### src/rtl/mem_req_arbiter.sv
// Two-master arbiter in front of a single memory port.
// An instruction-fetch master and a load/store master share one request/response
// bus. Only one transaction is in flight at a time. Data requests normally win,
// but a saturating counter guarantees the fetch side a grant after a bounded
// number of consecutive data grants. An outstanding fetch can be flushed: its
// bus handshake still completes, but the response is swallowed.
module mem_req_arbiter #(
    parameter int STARVE_LIMIT = 4
) (
    input  logic        aclk,
    input  logic        resetn,

    // Instruction fetch master
    input  logic        inst_req,
    input  logic [31:0] inst_addr,
    input  logic        inst_cancel,
    output logic        inst_addr_ok,
    output logic        inst_data_ok,
    output logic [31:0] inst_rdata,

    // Load/store master
    input  logic        data_req,
    input  logic        data_wr,
    input  logic [1:0]  data_size,
    input  logic [31:0] data_addr,
    input  logic [31:0] data_wdata,
    input  logic [3:0]  data_wstrb,
    output logic        data_addr_ok,
    output logic        data_data_ok,
    output logic [31:0] data_rdata,

    // Shared memory port
    output logic        bus_req,
    output logic        bus_wr,
    output logic [1:0]  bus_size,
    output logic [31:0] bus_addr,
    output logic [31:0] bus_wdata,
    output logic [3:0]  bus_wstrb,
    input  logic        bus_addr_ok,
    input  logic        bus_data_ok,
    input  logic [31:0] bus_rdata
);

    // The limit must fit the 4-bit counter and be at least one grant; an
    // out-of-range value is clamped rather than silently wrapping.
    localparam int LIMIT_INT =
        (STARVE_LIMIT < 1)  ? 1  :
        (STARVE_LIMIT > 15) ? 15 : STARVE_LIMIT;
    localparam logic [3:0] LIMIT = 4'(LIMIT_INT);

    // Instruction fetches are always aligned word reads.
    localparam logic [1:0] INST_SIZE = 2'b10;

    typedef enum logic [1:0] {
        ST_IDLE = 2'b00,
        ST_REQ  = 2'b01,
        ST_RESP = 2'b10
    } state_t;

    typedef enum logic {
        OWN_INST = 1'b0,
        OWN_DATA = 1'b1
    } owner_t;

    // Control state
    state_t      state_q,      state_d;
    owner_t      owner_q,      owner_d;
    logic [3:0]  starve_cnt_q, starve_cnt_d;
    logic        discard_q,    discard_d;

    // Registered bus request fields, captured on the grant cycle only
    logic        bus_wr_q,    bus_wr_d;
    logic [1:0]  bus_size_q,  bus_size_d;
    logic [31:0] bus_addr_q,  bus_addr_d;
    logic [31:0] bus_wdata_q, bus_wdata_d;
    logic [3:0]  bus_wstrb_q, bus_wstrb_d;

    // Arbitration and handshake qualifiers
    logic        inst_starved;
    logic        grant_inst;
    logic        grant_data;
    logic        in_req;
    logic        in_resp;
    logic        addr_hs;
    logic        data_hs;

    // Pick a winner while idle: data first, unless the fetch side has waited
    // through STARVE_LIMIT consecutive data grants.
    always_comb begin
        inst_starved = inst_req && (starve_cnt_q == LIMIT);
        grant_inst   = (state_q == ST_IDLE) && inst_req && (!data_req || inst_starved);
        grant_data   = (state_q == ST_IDLE) && data_req && !grant_inst;
    end

    // Transaction sequencing: grant -> address phase -> response phase.
    always_comb begin
        state_d = state_q;
        case (state_q)
            ST_IDLE: begin
                if (grant_inst || grant_data) begin
                    state_d = ST_REQ;
                end
            end
            ST_REQ: begin
                if (bus_addr_ok) begin
                    state_d = ST_RESP;
                end
            end
            ST_RESP: begin
                if (bus_data_ok) begin
                    state_d = ST_IDLE;
                end
            end
            default: begin
                state_d = ST_IDLE;
            end
        endcase
    end

    // Latch the winner and its request fields; they stay frozen until the
    // next grant so late requester changes never reach the bus.
    always_comb begin
        owner_d     = owner_q;
        bus_wr_d    = bus_wr_q;
        bus_size_d  = bus_size_q;
        bus_addr_d  = bus_addr_q;
        bus_wdata_d = bus_wdata_q;
        bus_wstrb_d = bus_wstrb_q;
        if (grant_inst) begin
            owner_d     = OWN_INST;
            bus_wr_d    = 1'b0;
            bus_size_d  = INST_SIZE;
            bus_addr_d  = inst_addr;
            bus_wdata_d = 32'h0;
            bus_wstrb_d = 4'h0;
        end else if (grant_data) begin
            owner_d     = OWN_DATA;
            bus_wr_d    = data_wr;
            bus_size_d  = data_size;
            bus_addr_d  = data_addr;
            bus_wdata_d = data_wdata;
            bus_wstrb_d = data_wstrb;
        end
    end

    // Count data grants that bypassed a waiting fetch; saturate at the limit.
    always_comb begin
        starve_cnt_d = starve_cnt_q;
        if (grant_inst) begin
            starve_cnt_d = 4'd0;
        end else if (grant_data && inst_req && (starve_cnt_q != LIMIT)) begin
            starve_cnt_d = starve_cnt_q + 4'd1;
        end
    end

    // A flush of an outstanding fetch is remembered until the transaction
    // retires, so the response can be dropped even if it arrives much later.
    always_comb begin
        discard_d = discard_q;
        if (state_d == ST_IDLE) begin
            discard_d = 1'b0;
        end else if ((state_q != ST_IDLE) && (owner_q == OWN_INST) && inst_cancel) begin
            discard_d = 1'b1;
        end
    end

    // Handshake outputs; all forced low while reset is asserted so the
    // masters never see a stale accept or response.
    always_comb begin
        in_req  = resetn && (state_q == ST_REQ);
        in_resp = resetn && (state_q == ST_RESP);
        addr_hs = in_req && bus_addr_ok;
        data_hs = in_resp && bus_data_ok;

        bus_req      = in_req;
        inst_addr_ok = addr_hs && (owner_q == OWN_INST);
        data_addr_ok = addr_hs && (owner_q == OWN_DATA);
        // A cancel in the very cycle the response lands also suppresses it.
        inst_data_ok = data_hs && (owner_q == OWN_INST) && !discard_q && !inst_cancel;
        data_data_ok = data_hs && (owner_q == OWN_DATA);
        inst_rdata   = inst_data_ok ? bus_rdata : 32'h0;
        data_rdata   = data_data_ok ? bus_rdata : 32'h0;
    end

    // Bus field outputs come straight from their registers.
    always_comb begin
        bus_wr    = bus_wr_q;
        bus_size  = bus_size_q;
        bus_addr  = bus_addr_q;
        bus_wdata = bus_wdata_q;
        bus_wstrb = bus_wstrb_q;
    end

    // Control state register; reset abandons any transaction in flight.
    always_ff @(posedge aclk) begin
        if (!resetn) begin
            state_q      <= ST_IDLE;
            owner_q      <= OWN_INST;
            starve_cnt_q <= 4'd0;
            discard_q    <= 1'b0;
        end else begin
            state_q      <= state_d;
            owner_q      <= owner_d;
            starve_cnt_q <= starve_cnt_d;
            discard_q    <= discard_d;
        end
    end

    // Bus request field registers, cleared on reset.
    always_ff @(posedge aclk) begin
        if (!resetn) begin
            bus_wr_q    <= 1'b0;
            bus_size_q  <= 2'b00;
            bus_addr_q  <= 32'h0;
            bus_wdata_q <= 32'h0;
            bus_wstrb_q <= 4'h0;
        end else begin
            bus_wr_q    <= bus_wr_d;
            bus_size_q  <= bus_size_d;
            bus_addr_q  <= bus_addr_d;
            bus_wdata_q <= bus_wdata_d;
            bus_wstrb_q <= bus_wstrb_d;
        end
    end

endmodule

### config.mk
export PLATFORM = sky130hd
export DESIGN_NAME = mem_req_arbiter
export DESIGN_NICKNAME = d
export VERILOG_FILES = /design/src/rtl/mem_req_arbiter.sv
export SDC_FILE = /design/constraint.sdc
export NUM_CORES = 1
export LEC_CHECK = 0
export ABC_CLOCK_PERIOD_IN_PS = 3200
export CORE_MARGIN = 4
export CORE_UTILIZATION = 36
export CTS_BUF_LIST = sky130_fd_sc_hd__clkbuf_16
export CTS_CLUSTER_DIAMETER = 80
export DETAILED_ROUTE_END_ITERATION = 16
export PLACE_DENSITY_LB_ADDON = 0.3
export SYNTH_ARGS = -nofsm -noshare
export SYNTH_HDL_FRONTEND = slang
export SYNTH_SLANG_ARGS = --single-unit
### constraint.sdc
create_clock -name aclk -period 3.2 [get_ports aclk]
set_input_delay 0.48 -clock aclk [delete_from_list [all_inputs] [get_ports aclk]]
set_output_delay 0.48 -clock aclk [all_outputs]
set_load 0.005 [all_outputs]
==> run summary <==
outcome - finished clean
clk slew on worst S/H paths - 0.06 ns
global placement routability congestion - 0.904
Num CTS Buffers - 9
CTS Hold Buffers Added - 0
post-synth cell types - 36
DR vias/cell - 5.18
HPWL Detailed - 10900 um
share of flip-flops with an asynchronous set or reset - 0
Mapped Cells - 370
GR Util All Layers - 0.231
Max transition margin - 0.266
Routed Wire Length - 14200 um
crit-path most repeated cell - clkdlybuf4s50_1
Skew-Pair Late Insertion Delay - 0.33 ns
max cap viols - 0
clock sinks - 79
full die area - 11900 um2
Crit Path Max Fanout - 33
die width - 109 um
Synth Warn # - 0
CP peak stage delay - 0.63 ns
CTS-repair resized insts - 0
Period minus WS final - 2.92 ns
# Post-CTS Setup Buffers - 0
critical-path cell list - clkdlybuf4s50_1 > nand2_1 > and4bb_2 > and2_1 > clkdlybuf4s50_1
CTS tree - done
part of the cycle the worst path needs - 0.912
via count - 3987
Hold Path Class - flop to flop
crit end category - output port
vias in the first global route - 4213
setup violators final - 0
Leakage - 2.60 nW
count leader, synth - dfxtp_1
DR pass1 iterations - 4
share of cells above drive strength 1 - 0.0989
final non-filler cell total - 770
number of antenna diodes - 0
Clock Path Buffers - 2
Yosys top cell area share - 0.431
CP max stage cell - and4bb_2
VDD IR max - 0.285 mV
drt wl/cell - 18.5 um
DR iter-0 viols - 179
IO buf count - 281
Fin. Hold Viols - 0
mapped cell area - 3670 um2
Slew Viols, Final - 0
total core area - 9860 um2
Startpoint Class - input port
Ports - 282
Routed Antenna Nets - 0
CTS root buf - clkbuf_16
Starting Density - 0.372
skew final - 0.00660 ns
initial antenna violation count - 0
Pwr per Cell Area - 427 nW/um2
largest net degree at the start of global routing - 41
WP buf/inv - 2
Least-Margin Pin Slew - 1.10 ns
syn avg cell area - 9.91 um2
Die H - 109 um
dominant synthesized flop cell - dfxtp_1
synth top area cells - dfxtp_1 43%, and2_1 11%, o221a_2 10%
commonest cells in the netlist - 79 x dfxtp_1, 65 x and2_1, 35 x nor2_1
Post-Place Cells - 754
# DRC - 0
area growth from synthesis to layout - 86.7%
GR Overflow Total - 0
H-tree levels - 3
Syn Nets - 514
Layout Nets - 776
Post-synth EDFFs - 0
family with the most delay on the worst path - buffers and inverters
Achievable Freq - 0.343 GHz
Setup TNS - 0 ns
sequential cell area fraction in the yosys report - 0.431
Core Rows - 36
Synth area leader - dfxtp_1
FF+latch count, synth - 79
worst path required time - 2.72 ns
kind of critical path - input port to output port
CP arrival - 2.44 ns
RSZ-0062 raised after global routing - false
first-pass GRT wire length - 21500 um
==> power breakdown <==
part           leakage [nW]  internal, mW  switching [mW]  total [mW]
Combinational          1.80         0.454           0.253       0.707
Sequential            0.653          1.09          0.0609        1.15
Clock                 0.155         0.625           0.441        1.07
==> worst min-delay path, delay by kind of cell (launching register included) <==
family	cells	cell delay, ns
DFF	1	0.31
AOI/OAI and AO/OA	1	0.07
and+or+nand+nor	1	0.05
==> worst paths after layout <==
| path | slack [ns] | cells past startpoint | startpoint | to |
|---|---|---|---|---|
| worst max register to register | 0.89 | 5 | starve_cnt_q[0] | bus_addr[9] |
| worst min-delay path | 0.48 | 2 | bus_size[1] | bus_size[1] |
| worst max-delay path | 0.28 | 5 | bus_data_ok | inst_rdata[3] |
| worst min register to register | 0.48 | 2 | bus_size[1] | bus_size[1] |
==> per-layer routing <==
layer  track usage  part of all wire  vias up  routed length, um
met1         0.227              0.35     1867               4940
li1              -                 -     1907                  -
met2         0.446              0.54      180               7670
met3        0.0628             0.080       33               1130
met5             0                 0        -                  0
met4         0.102             0.033        0                471
==> per-stage QoR <==
step	setup WS, ns	hold slack (ns)	total power [mW]	utilization	area (um2)
5_1_grt	0.198	0.496	3.05	0.694	6850
4_1_cts	0.291	0.491	2.95	0.694	6850
2_1_floorplan	1.09	0.466	1.44	-	3670
6_report	0.281	0.485	2.92	0.694	6850
3_5_place_dp	0.294	0.483	1.88	0.663	6540
3_3_place_gp	0.395	0.468	1.86	0.663	6540
==> registers in the layout, summed over array words and instances, names as in the netlist <==
register	count
bus_wr	1
state_q	2
discard_q	1
starve_cnt_q	4
owner_q	1
bus_size	2
bus_wstrb	4
bus_addr	32
bus_wdata	32
==> area by class of cell <==
cell class	instances	area, um2
Fill cell	735	3020
Timing Repair Buffer	290	2880
Multi-Input combinational cell	245	1880
Sequential cell	79	1580
Clock buffer	9	225
Tap cell	133	166
Clock inverter	7	87.6
Inverter	7	26.3
==> cells by family (layout without fill, tap and decap cells) <==
family | Yosys count | after routing | share of synthesized area
compound gates | 83 | 83 | 0.223
fa+ha+maj | 2 | 2 | 0.00682
buf+inv | 46 | 313 | 0.0590
flops | 79 | 79 | 0.431
mux | 32 | 32 | 0.0873
simple gates | 128 | 128 | 0.192
==> placed cells by master, fill, tap and decap left out, types with 3 or more instances in the layout <==
cell type        count
a221oi_1            32
and2_1              65
buf_4                9
clkbuf_16            9
clkdlybuf4s50_1    281
dfxtp_1             79
inv_1                6
inv_6                3
mux2i_1             32
nand2_1              8
nand4_1              3
nor2_1              35
nor3_1               4
nor3b_1              3
o221a_1              5
o221a_2             34
Note: power is estimated with default switching activity, not from simulation.
